[config.mk]
export PLATFORM = sky130hd
export DESIGN_NAME = sdram_port_arbiter
export DESIGN_NICKNAME = d
export VERILOG_FILES = /design/src/rtl/sdram_arb_pkg.sv /design/src/rtl/rr_arbiter.sv /design/src/rtl/sdram_port_arbiter.sv
export SDC_FILE = /design/constraint.sdc
export NUM_CORES = 1
export LEC_CHECK = 0
export ABC_CLOCK_PERIOD_IN_PS = 2200
export BUFFER_PORTS_ARGS = -buffer_cell sky130_fd_sc_hd__buf_2
export CAP_MARGIN = 20
export CORE_MARGIN = 1.5
export CORE_UTILIZATION = 44
export CTS_BUF_LIST = sky130_fd_sc_hd__clkbuf_8
export CTS_CLUSTER_DIAMETER = 120
export DETAILED_ROUTE_END_ITERATION = 16
export GPL_TIMING_DRIVEN = 0
export MAX_ROUTING_LAYER = met4
export PLACE_DENSITY = 0.85
export SLEW_MARGIN = 20
export SYNTH_ARGS = -nofsm -noshare
export SYNTH_HDL_FRONTEND = slang
export SYNTH_SLANG_ARGS = --single-unit
[constraint.sdc]
create_clock -name Clk -period 2.2 [get_ports Clk]
set_input_delay 0.44 -clock Clk [delete_from_list [all_inputs] [get_ports Clk]]
set_output_delay 0.44 -clock Clk [all_outputs]
set_load 0.02 [all_outputs]
[src/rtl/sdram_arb_pkg.sv]
// Shared definitions for the SDRAM port arbiter: FSM state encoding,
// default bus widths, word-address field positions and the round-robin
// pointer helper.
package sdram_arb_pkg;

    // Arbiter FSM states
    typedef enum logic [1:0] {
        IDLE = 2'd0,
        REQ  = 2'd1,
        WAIT = 2'd2
    } arb_state_t;

    // Default widths of the SDRAM_Interface command port
    localparam int ARB_ADDR_W = 22;
    localparam int ARB_DATA_W = 16;

    // Word address layout: bank[21:20], col[19:12], row[11:0]
    localparam int BANK_MSB = 21;
    localparam int BANK_LSB = 20;
    localparam int COL_MSB  = 19;
    localparam int COL_LSB  = 12;
    localparam int ROW_MSB  = 11;
    localparam int ROW_LSB  = 0;

    // Port index following idx, wrapping to 0 after the last port
    function automatic int rr_next(input int idx, input int num_ports);
        return (idx + 1 >= num_ports) ? 0 : idx + 1;
    endfunction

endpackage

[src/rtl/rr_arbiter.sv]
// Combinational round-robin pick: scans the request vector starting at the
// priority pointer (wrapping) and returns the first requester as a one-hot
// grant plus its index. valid is low when nobody requests.
module rr_arbiter #(
    parameter int NUM_PORTS = 2,
    parameter int IDX_W     = 1
) (
    input  logic [NUM_PORTS-1:0] req,
    input  logic [IDX_W-1:0]     ptr,
    output logic [NUM_PORTS-1:0] grant,
    output logic [IDX_W-1:0]     idx,
    output logic                 valid
);

    int               cand;
    logic [IDX_W-1:0] cand_idx;

    // First requesting port at or after the pointer wins
    always_comb begin
        grant    = '0;
        idx      = '0;
        valid    = 1'b0;
        cand     = 0;
        cand_idx = '0;
        for (int i = 0; i < NUM_PORTS; i++) begin
            cand = int'(ptr) + i;
            if (cand >= NUM_PORTS) begin
                cand = cand - NUM_PORTS;
            end
            cand_idx = IDX_W'(cand);
            if (!valid && req[cand_idx]) begin
                valid           = 1'b1;
                idx             = cand_idx;
                grant[cand_idx] = 1'b1;
            end
        end
    end

endmodule

[src/rtl/sdram_port_arbiter.sv]
// Shares the single SDRAM_Interface command port between NUM_PORTS
// requesters (port 0 = ADC capture writer, port 1 = host readback).
// Round-robin grant with one transaction in flight; sequences Req/Ack/Busy
// towards the SDRAM side and returns read data plus per-port Ack/Done.
// Optional build macro ARB_TIMEOUT_EN adds a watchdog that aborts a
// transaction stuck in REQ or WAIT for TIMEOUT_CY cycles and pulses PErr.
module sdram_port_arbiter
    import sdram_arb_pkg::*;
#(
    parameter int NUM_PORTS  = 2,
    parameter int ADDR_W     = ARB_ADDR_W,
    parameter int DATA_W     = ARB_DATA_W,
    parameter int TIMEOUT_CY = 1024
) (
    input  logic                        Clk,
    input  logic                        Rst,
    input  logic [NUM_PORTS-1:0]        PReq,
    input  logic [NUM_PORTS-1:0]        PWnR,
    input  logic [NUM_PORTS*ADDR_W-1:0] PAddr,
    input  logic [NUM_PORTS*DATA_W-1:0] PWrData,
    output logic [NUM_PORTS-1:0]        PAck,
    output logic [NUM_PORTS-1:0]        PDone,
    output logic [DATA_W-1:0]           RdData,
    output logic [NUM_PORTS-1:0]        PErr,
    output logic                        MemReq,
    output logic                        MemWnR,
    output logic [ADDR_W-1:0]           MemAddr,
    output logic [DATA_W-1:0]           MemWrData,
    output logic                        MemWrOE,
    input  logic [DATA_W-1:0]           MemRdData,
    input  logic                        MemAck,
    input  logic                        MemBusy
);

    localparam int IDX_W = (NUM_PORTS > 1) ? $clog2(NUM_PORTS) : 1;

    // Reject out-of-range configurations at elaboration
    if (NUM_PORTS < 2 || NUM_PORTS > 8 || TIMEOUT_CY < 2) begin : g_param_check
        $error("sdram_port_arbiter: NUM_PORTS must be 2..8 and TIMEOUT_CY >= 2");
    end

    arb_state_t           state;
    logic [IDX_W-1:0]     ptr;
    logic [IDX_W-1:0]     winner;
    logic [NUM_PORTS-1:0] winner_oh;
    logic [IDX_W-1:0]     ptr_after_winner;

    logic [NUM_PORTS-1:0] gnt_oh;
    logic [IDX_W-1:0]     gnt_idx;
    logic                 gnt_valid;

    rr_arbiter #(
        .NUM_PORTS (NUM_PORTS),
        .IDX_W     (IDX_W)
    ) u_rr (
        .req   (PReq),
        .ptr   (ptr),
        .grant (gnt_oh),
        .idx   (gnt_idx),
        .valid (gnt_valid)
    );

    assign ptr_after_winner = IDX_W'(rr_next(int'(winner), NUM_PORTS));

`ifdef ARB_TIMEOUT_EN
    localparam int CNT_W = $clog2(TIMEOUT_CY + 1);

    logic [CNT_W-1:0] tmo_cnt;
    logic             tmo_hit;

    // Counter starts at 0 on entry, so the TIMEOUT_CY-th cycle in a state aborts
    assign tmo_hit = (tmo_cnt == CNT_W'(TIMEOUT_CY - 1));
`else
    assign PErr = '0;
`endif

    // Arbiter FSM: grant in IDLE, hand-shake Ack in REQ, wait for Busy to clear in WAIT
    always_ff @(posedge Clk) begin
        if (Rst) begin
            state     <= IDLE;
            ptr       <= '0;
            winner    <= '0;
            winner_oh <= '0;
            MemReq    <= 1'b0;
            MemWnR    <= 1'b0;
            MemWrOE   <= 1'b0;
            MemAddr   <= '0;
            MemWrData <= '0;
            RdData    <= '0;
            PAck      <= '0;
            PDone     <= '0;
`ifdef ARB_TIMEOUT_EN
            PErr      <= '0;
            tmo_cnt   <= '0;
`endif
        end else begin
            PAck  <= '0;
            PDone <= '0;
`ifdef ARB_TIMEOUT_EN
            PErr  <= '0;
`endif
            case (state)
                IDLE: begin
                    if (gnt_valid && !MemBusy) begin
                        winner    <= gnt_idx;
                        winner_oh <= gnt_oh;
                        MemAddr   <= PAddr[int'(gnt_idx)*ADDR_W +: ADDR_W];
                        MemWrData <= PWrData[int'(gnt_idx)*DATA_W +: DATA_W];
                        MemWnR    <= PWnR[gnt_idx];
                        MemWrOE   <= PWnR[gnt_idx];
                        MemReq    <= 1'b1;
                        state     <= REQ;
`ifdef ARB_TIMEOUT_EN
                        tmo_cnt   <= '0;
`endif
                    end
                end

                REQ: begin
                    if (MemAck) begin
                        MemReq <= 1'b0;
                        PAck   <= winner_oh;
                        ptr    <= ptr_after_winner;
                        state  <= WAIT;
`ifdef ARB_TIMEOUT_EN
                        tmo_cnt <= '0;
                    end else if (tmo_hit) begin
                        MemReq  <= 1'b0;
                        MemWrOE <= 1'b0;
                        PErr    <= winner_oh;
                        ptr     <= ptr_after_winner;
                        state   <= IDLE;
                    end else begin
                        tmo_cnt <= tmo_cnt + CNT_W'(1);
`endif
                    end
                end

                WAIT: begin
                    if (!MemBusy) begin
                        if (!MemWnR) begin
                            RdData <= MemRdData;
                        end
                        PDone   <= winner_oh;
                        MemWrOE <= 1'b0;
                        state   <= IDLE;
`ifdef ARB_TIMEOUT_EN
                    end else if (tmo_hit) begin
                        MemWrOE <= 1'b0;
                        PErr    <= winner_oh;
                        state   <= IDLE;
                    end else begin
                        tmo_cnt <= tmo_cnt + CNT_W'(1);
`endif
                    end
                end

                default: begin
                    state <= IDLE;
                end
            endcase
        end
    end

endmodule

==> impl_metrics.py, run 1 <==
metrics = {
    "worst_setup_path": {
        "cp_max_fo": 10,
        "endpoint_kind": "flop",
        "start_kind": "flop",
        "cp.arrival_ns": 1.93,
        "path_class": "flop to flop",
        "worstPathRequired_ns": 2.40,
        "r2r_cells": 5,
    },
    "sta": {
        "fmax_mhz": 578,
        "tightestPinTransition_ns": 0.510,
        "relSlewSlack_pct": 66.0,
        "fin_crit_sh_pct": 78.6,
        "fin_crit_ns": 1.73,
        "skew_ns": 0.0102,
        "rsz0062_at_grt": "false",
        "hold_viol": 0,
        "setup_viol": 0,
        "tns_ns": 0,
        "whs_ns": 0.338,
        "setup_ws_ns": 0.471,
        "slew_violations": 0,
    },
    "power": {
        "clkPwrFrac_pct": 32.4,
        "p_leak_nw": 1.83,
        "p_int_mw": 1.95,
        "peakVddDrop_mv": 0.493,
        "combinationalPowerShare_pct": 19.7,
        "p_per_area_nw_per_um2": 740,
        "switching_share_pct": 30.4,
        "p_switching_mw": 0.849,
        "seqPwrFrac_pct": 47.9,
    },
    "synthesis": {
        "synth_commonest_cells": "76 x nand2_1, 67 x dfxtp_1, 59 x a21oi_1, 45 x nor2_1, 39 x a211oi_1",
        "synth_top_area_cell": "dfxtp_1",
        "synth_top_area_share_pct": 49.6,
        "ys_ff_latch": 67,
        "ys_seq_area_share_pct": 49.6,
        "synth_ff_type": "dfxtp_1",
        "syn-cell-area_um2": 2700,
        "ys_top_cells_by_area": "dfxtp_1 50%, a21oi_1 11%, a211oi_1 11%",
        "syn_area_per_cell_um2": 8.05,
        "yosysMostFrequentCell": "nand2_1",
        "ys_async_sr_fraction_pct": 0,
        "ys_types": 28,
        "synthCells": 336,
        "synth_edf_count": 0,
        "yosys_warnings": 0,
    },
    "routing": {
        "vias": 2986,
        "viasPerCell": 5.08,
        "wl_per_cell_um": 13.2,
        "drc": 0,
        "routed_wl_um": 7740,
        "antenna_left": 0,
        "drtPass1Iterations": 4,
        "initialDrtViolationCount": 132,
    },
    "min_path": {
        "hold_depth": 3,
        "min_path_type": "primary input to flop",
    },
    "die": {
        "std_cell_rows": 28,
        "dieArea_um2": 6620,
        "start_util_pct": 45.7,
        "die_width_um": 81.4,
        "die_y_um": 81.4,
        "pin_count": 163,
        "core-area_um2": 5920,
    },
    "finish": {
        "fillers": 533,
        "finalCoreUtilization_pct": 63.9,
        "fin_area_um2": 3780,
        "final_nets": 608,
        "area_growth_pct": 39.8,
        "drive_gt1_share_pct": 38.0,
        "diodes": 0,
    },
    "clock_tree": {
        "cts_buffers": 9,
        "cts_tree": "yes",
        "clk_pin_slew_worst_paths_ns": 0.08,
        "hold_buffers": 0,
        "cts_buffer_depth": 2,
        "cts_setup_buffers": 0,
        "clk_latency_ns": 0.34,
        "ctsResizeCount": 0,
        "clock-sinks": 67,
        "htreeDepth": 3,
        "root_buffer": "clkbuf_8",
    },
    "placement": {
        "portBuffers": 160,
        "hpwlAfterDp_um": 5900,
        "dpl_cell_area_um2": 3600,
        "pre_cts_slack_ns": 0.301,
        "gp_congestion": 0.789,
    },
    "global_routing": {
        "grt_use_total_pct": 23.7,
        "grt_overflow": 0,
        "grt_pass1_vias": 2723,
        "antenna_found_initial": 0,
        "grt_pass1_wl_um": 11800,
        "grt_max_degree": 13,
    },
    "run_status": {
        "outcome": "completed",
    },
    "job": {
        "drv_cap": 0,
    },
}
## layout by cell type (no fill, tap or decap), drive strengths merged
cell type,Yosys,routed
nor2,46,46
o21ai,1,1
a211oi,39,39
or2,1,1
mux2i,1,1
a21oi,59,59
nor4,1,1
nor3b,2,2
clkinvlp,0,3
a311oi,1,1
clkbuf,13,23
o32ai,1,1
nand3b,2,2
clkinv,0,3
conb,1,2
and2,2,2
or3b,1,1
buf,16,176
dfxtp,67,67
or4,1,1
nor3,2,2
nand2,76,76
o21a,1,1
inv,1,1
nand2b,1,1
## cell type report
cell class | instances | area [µm²] | area share, %
clock buffers | 10 | 138 | 3.64
inverters | 1 | 3.75 | 0.0993
multi-input cells | 240 | 1210 | 32.1
repair buffers | 160 | 801 | 21.2
clock inverters | 6 | 41.3 | 1.09
flip-flops and latches | 67 | 1340 | 35.5
plain buffers | 29 | 149 | 3.94
well taps | 75 | 93.8 | 2.48
## layer usage
metal	track usage [%]	wire, µm	vias to the layer above
met2	39.7	3810	137
met4	10.5	110	0
met3	6.63	630	9
met1	26.2	3190	1356
li1	-	-	1484
met5	-	0	-
## worst max-delay path, stage by stage (launching register included)
cell,delay (ns)
dfxtp_1,0.39
or4_1,0.54
clkbuf_1,0.18
buf_2,0.21
a21oi_1,0.18
a211oi_1,0.10
## sequential cells by signal, indices dropped and copies added, names as in the netlist, 2 cells and up
name,count
MemAddr,22
MemWrData,16
RdData,16
PAck,2
PDone,2
state,2
winner_oh,2
## power by group through the flow
stage / clock network, mW / logic (mW) / registers, mW
3_5_place_dp: 0 / 0.551 / 1.37
5_1_grt: 0.987 / 0.604 / 1.35
2_1_floorplan: 0 / 0.236 / 1.45
4_1_cts: 0.926 / 0.554 / 1.34
6_report: 0.906 / 0.552 / 1.34
3_3_place_gp: 0 / 0.539 / 1.36
## final timing paths
kind	from	end	slack [ns]
worst max register to register	state[0]	MemWrData[7]	0.47
worst min register to register	RdData[2]	RdData[2]	0.45
worst min-delay path	PWrData[6]	MemWrData[6]	0.34
worst max-delay path	state[0]	MemWrData[7]	0.47
## logic make-up (layout without fill, tap and decap cells)
group,count (synthesis),count (layout),synth area share (%)
AO/OA/AOI/OAI,102,102,23.1
buffers and inverters,30,206,5.64
flip-flops,67,67,49.6
multiplexers,1,1,0.370
other,1,2,0.139
AND/OR/NAND/NOR,135,135,21.1
## per-stage QoR
step	std cells	total power, mW
after floorplan	337	1.69
after global placement	572	1.90
after detailed placement	572	1.92
after CTS	588	2.82
after global routing	588	2.94
final	588	2.80
Power figures use the tool's default switching activity.
==> run 2: changes to the inputs <==
Settings changed: ABC_AREA from default to 1, ABC_CLOCK_PERIOD_IN_PS 2200 to 1500, CORE_UTILIZATION 44 to 42, PLACE_DENSITY 0.85 to 0.83.
Clock period 2.2 ns to 1.5 ns, I/O delays scaled along.
==> run 2 against run 1 <==
Against the previous run:
- synthesized cell count is 38% higher
- total power is 46% higher
- final area is 8.3% higher
- core utilization is 3.9 points lower
- count of clock-buffer cells in the layout is 1 lower
- die area is 15% higher
- sequential power is 46% higher
- first-iteration DRC count is 6.1% lower
- combinational power is 59% higher
- setup slack worse by 0.36 ns
- clock skew is 0.0036 ns lower
- critical path type unchanged
- largest power group unchanged
==> impl_metrics.py, run 2 <==
metrics = {
    "synthesis": {
        "synth-xor-area-share_pct": 0,
        "synthAdderAreaFrac_pct": 0,
        "ys_top_cells_by_area": "dfxtp_1 45%, nor2_1 20%, nand2_1 12%",
        "synth_compound_area_share_pct": 10.4,
        "synth.area.mux_share_pct": 0,
        "syn-cell-area_um2": 2980,
        "yosysMostFrequentCell": "nor2_1",
        "synth_top_area_cell": "dfxtp_1",
        "synth_top_area_share_pct": 45.0,
        "ys_async_sr_fraction_pct": 0,
        "synthCells": 465,
        "ys_ff_latch": 67,
        "synth_edf_count": 0,
        "ys_types": 18,
        "synth_ff_type": "dfxtp_1",
        "yosys_warnings": 0,
        "ys_seq_area_share_pct": 45.0,
        "synth_top_family_by_area": "simple AND/OR/NAND/NOR gates",
        "syn_area_per_cell_um2": 6.41,
        "synth_commonest_cells": "155 x nor2_1, 93 x nand2_1, 67 x dfxtp_1, 55 x o21ai_0, 48 x inv_1",
        "synth-simple-area-share_pct": 33.4,
    },
    "worst_setup_path": {
        "path_class": "flop to flop",
        "endpoint_kind": "flop",
        "start_kind": "flop",
        "worstPathRequired_ns": 1.73,
        "cp_max_fo": 7,
        "cp.arrival_ns": 1.61,
    },
    "routing": {
        "initialDrtViolationCount": 124,
        "top_layer": "met4",
        "wl_per_cell_um": 11.1,
        "antenna_left": 0,
        "drc": 0,
        "wl_met2_um": 4070,
        "drtPass1Iterations": 4,
        "viasPerCell": 4.55,
        "routed_wl_um": 8170,
        "drt-met1-wl_um": 3650,
        "vias": 3361,
        "wl_met3_um": 375,
    },
    "finish": {
        "largest_reg_flops": 22,
        "fin_area_um2": 4100,
        "diodes": 0,
        "finalCoreUtilization_pct": 59.9,
        "fillers": 709,
        "final_nets": 739,
        "multi_input_area_um2": 1320,
        "drive_gt1_share_pct": 31.9,
        "area_growth_pct": 37.3,
        "stdcell_count": 739,
        "final_common_cell": "buf_2",
        "reg_top3": "MemAddr x22, MemWrData x16, RdData x16",
        "final-seq-area_um2": 1340,
        "regMostFlops": "MemAddr",
        "layout_common_cells": "172 x buf_2, 155 x nor2_1, 91 x nand2_1",
    },
    "job": {
        "drv_cap": 0,
    },
    "global_routing": {
        "grt_max_degree": 12,
        "antenna_found_initial": 0,
        "grt_use_total_pct": 22.3,
        "grt_pass1_wl_um": 13000,
        "grt_pass1_vias": 3119,
        "grt_overflow": 0,
    },
    "placement": {
        "gp_congestion": 0.807,
        "pre_cts_slack_ns": -0.0246,
        "dp_cells": 721,
        "hpwlAfterDp_um": 6180,
        "portBuffers": 159,
        "dpl_cell_area_um2": 3900,
    },
    "power": {
        "fin_total_pwr_mw": 4.08,
        "p_per_area_nw_per_um2": 997,
        "p_leak_nw": 2.28,
        "peakVddDrop_mv": 0.484,
    },
    "clock_tree": {
        "clock-sinks": 67,
        "clk_pin_slew_worst_paths_ns": 0.07,
        "htreeDepth": 3,
        "clk_latency_ns": 0.33,
        "root_buffer": "clkbuf_8",
        "cts_buffers": 9,
        "cts_tree": "yes",
        "cts_buffer_depth": 2,
        "hold_buffers": 0,
    },
    "die": {
        "core-area_um2": 6830,
        "die_width_um": 87.3,
        "die_y_um": 87.3,
        "std_cell_rows": 30,
        "dieArea_um2": 7620,
        "start_util_pct": 43.7,
        "pin_count": 163,
    },
    "run_status": {
        "outcome": "completed",
    },
    "sta": {
        "rsz0062_at_grt": "false",
        "whs_ns": 0.220,
        "fmax_mhz": 721,
        "hold_viol": 0,
        "fin_crit_ns": 1.39,
        "slew_violations": 0,
        "skew_ns": 0.00653,
        "setup_viol": 0,
        "fin_crit_sh_pct": 92.5,
        "tns_ns": 0,
        "setup_ws_ns": 0.112,
    },
    "min_path": {
        "min_path_type": "primary input to flop",
    },
}
## run 2: path summary, 6_finish.rpt
path / from / endpoint / slack [ns] / depth (start not counted)
setup / recovery: state[1] / MemAddr[18] / 0.11 / 8
hold / removal: MemRdData[0] / RdData[0] / 0.22 / 3
setup reg to reg: state[1] / MemAddr[18] / 0.11 / 8
hold reg to reg: winner / winner / 0.47 / 2
## run 2: cell type report
| class | count | share of cell area, % |
|---|---|---|
| clock buffer | 9 | 3.02 |
| sequential | 67 | 32.8 |
| inverter | 49 | 4.49 |
| tap | 96 | 2.93 |
| buffer | 27 | 3.73 |
| timing repair buffer | 162 | 20.0 |
| multi-input combinational | 323 | 32.2 |
| clock inverter | 6 | 0.855 |
## run 2: timing repair
action | 4_1_cts | 5_1_grt
resized for setup | 0 | 6
setup buffers | 0 | 3
setup endpoints to repair | 0 | 7
## run 2: cells by family (layout without fill, tap and decap cells)
logic type | Yosys count | after routing
other cells | 1 | 2
buf+inv | 76 | 253
compound gates | 62 | 62
simple gates | 259 | 259
flops | 67 | 67
## run 2: worst max-delay path: stages (launching register included)
cell	delay (ns)
dfxtp_1	0.34
nor2_2	0.16
nand2_2	0.08
nor2_4	0.20
buf_6	0.15
buf_4	0.14
nand2_1	0.07
nor2_1	0.10
nor2_1	0.06
## run 2: routing by layer
| metal | global-route usage, % | vias to the layer above |
|---|---|---|
| li1 | - | 1743 |
| met1 | 25.8 | 1509 |
| met2 | 39.1 | 103 |
| met3 | 3.89 | 6 |
| met4 | 7.36 | 0 |
| met5 | - | - |
## run 2: power by group
group	internal, mW	switching, mW	leakage [nW]
Combinational	0.341	0.538	1.65
Clock	0.578	0.665	0.0860
Sequential	1.90	0.0602	0.549
==> run 3: changes to the inputs <==
Settings changed: SETUP_SLACK_MARGIN from default to 0.2.
==> run 3 against run 2 <==
Against the previous run:
- critical path depth is the same
- non-clock buffer count increased by 4
- sequential share of layout area down 1.8 points
- first-iteration DRC count up 2.4%
- global-route usage rose by 0.35 points
- register-to-register slack better by 0.04 ns
- final cell count up 0.54%
- combinational power increased by 14%
==> impl_metrics.py, run 3 (synthesis gave the netlist of run 2 again) <==
metrics = {
    "die": {
        "die_width_um": 87.3,
        "dieArea_um2": 7620,
        "std_cell_rows": 30,
        "die_y_um": 87.3,
        "pin_count": 163,
        "start_util_pct": 43.7,
        "core-area_um2": 6830,
    },
    "placement": {
        "portBuffers": 159,
        "hpwlAfterDp_um": 6180,
        "dpl_cell_area_um2": 3900,
        "gp_congestion": 0.807,
        "dp_cells": 721,
    },
    "finish": {
        "fin_area_um2": 4340,
        "final_common_cell": "buf_2",
        "largest_reg_flops": 22,
        "fillers": 690,
        "layout_common_cells": "169 x buf_2, 141 x nor2_1, 77 x nand2_1",
        "final_nets": 743,
        "area_growth_pct": 45.6,
        "finalCoreUtilization_pct": 63.6,
        "diodes": 0,
        "stdcell_count": 743,
        "regMostFlops": "MemAddr",
        "reg_top3": "MemAddr x22, MemWrData x16, RdData x16",
        "drive_gt1_share_pct": 37.2,
    },
    "sta": {
        "tns_ns": 0,
        "fin_crit_ns": 1.35,
        "slew_violations": 0,
        "hold_viol": 0,
        "fmax_mhz": 741,
        "fin_crit_sh_pct": 90.0,
        "rsz0062_at_grt": "true",
        "skew_ns": 0.00682,
        "setup_viol": 0,
    },
    "worst_setup_path": {
        "start_kind": "flop",
        "path_class": "flop to flop",
        "timing.rr.start": "state[0]",
        "cp.arrival_ns": 1.57,
        "endpoint_kind": "flop",
        "cp_max_fo": 6,
        "worstSetupStartpoint": "state[0]",
        "worstPathRequired_ns": 1.72,
    },
    "min_path": {
        "min_from": "MemRdData[0]",
        "min_path_type": "primary input to flop",
    },
    "clock_tree": {
        "root_buffer": "clkbuf_8",
        "cts_buffer_depth": 2,
        "clock-sinks": 67,
        "clk_latency_ns": 0.33,
        "clk_pin_slew_worst_paths_ns": 0.07,
        "cts_buffers": 9,
        "htreeDepth": 3,
        "hold_buffers": 0,
        "cts_tree": "yes",
    },
    "routing": {
        "antenna_left": 0,
        "wl_per_cell_um": 11.6,
        "vias": 3413,
        "drtPass1Iterations": 5,
        "viasPerCell": 4.59,
        "routed_wl_um": 8620,
        "drc": 0,
        "initialDrtViolationCount": 127,
    },
    "run_status": {
        "outcome": "completed",
    },
    "global_routing": {
        "antenna_found_initial": 0,
        "grt_overflow": 0,
        "grt_pass1_vias": 3154,
        "grt_use_total_pct": 22.7,
        "grt_pass1_wl_um": 13200,
        "grt_max_degree": 12,
    },
    "power": {
        "p_leak_nw": 2.35,
        "p_per_area_nw_per_um2": 968,
        "fin_total_pwr_mw": 4.20,
        "peakVddDrop_mv": 0.514,
    },
    "job": {
        "drv_cap": 0,
    },
}
[run 3: cell types whose count changed in the layout (fill, tap and decap cells not counted), moves of 7 or more]
cell / previous run / this run
nor2_1: 155 / 141
nand2_4: 0 / 7
nand2_2: 3 / 10
nand2_1: 91 / 77
nor2_2: 2 / 13
[run 3: report_power, final]
part	internal, mW	total [mW]	switching (mW)	leakage [nW]
logic	0.414	1.00	0.590	1.71
registers	1.90	1.96	0.0621	0.551
clock network	0.578	1.23	0.657	0.0860
[run 3: cell type report]
class                           instances  area (µm²)  area share (%)
Tap cell                               96         120            2.76
Timing Repair Buffer                  166         906            20.9
Buffer                                 27         186            4.29
Clock buffer                            9         124            2.85
Multi-Input combinational cell        323        1440            33.2
Inverter                               49         186            4.29
Sequential cell                        67        1350            31.0
Clock inverter                          6        35.0           0.806
[run 3: routing by layer]
metal	wire length, µm	vias up	track usage, %
met1	3760	1548	26.0
met3	425	2	3.89
met2	4400	110	39.7
li1	-	1753	-
met5	0	-	-
met4	24	0	7.79
[run 3: repair_timing]
action,CTS,global route
buffers inserted,2,2
gates cloned,1,2
pin swaps,4,27
gates resized for setup,15,56
setup endpoints to repair,40,52
[run 3: worst paths after layout]
path | slack [ns] | cells past startpoint | end
max reg2reg | 0.15 | 8 | MemAddr[14]
max | 0.15 | 8 | MemAddr[14]
min reg2reg | 0.47 | 2 | winner
min | 0.22 | 3 | RdData[0]
[run 3: through the flow]
| step | worst slack (ns) | hold slack, ns |
|---|---|---|
| floorplan | 0.304 | 0.428 |
| global placement | 0.00473 | 0.448 |
| detailed placement | -0.0246 | 0.453 |
| CTS | 0.171 | 0.205 |
| global route | 0.0886 | 0.228 |
| finish | 0.150 | 0.224 |
[run 3: worst max-delay path, cell delays in order (launching register included)]
cell,delay [ns]
dfxtp_4,0.36
nor2_4,0.12
nand2_2,0.07
nor2_4,0.19
buf_6,0.18
buf_12,0.14
nand2_4,0.06
nor2_4,0.10
nor2_1,0.04
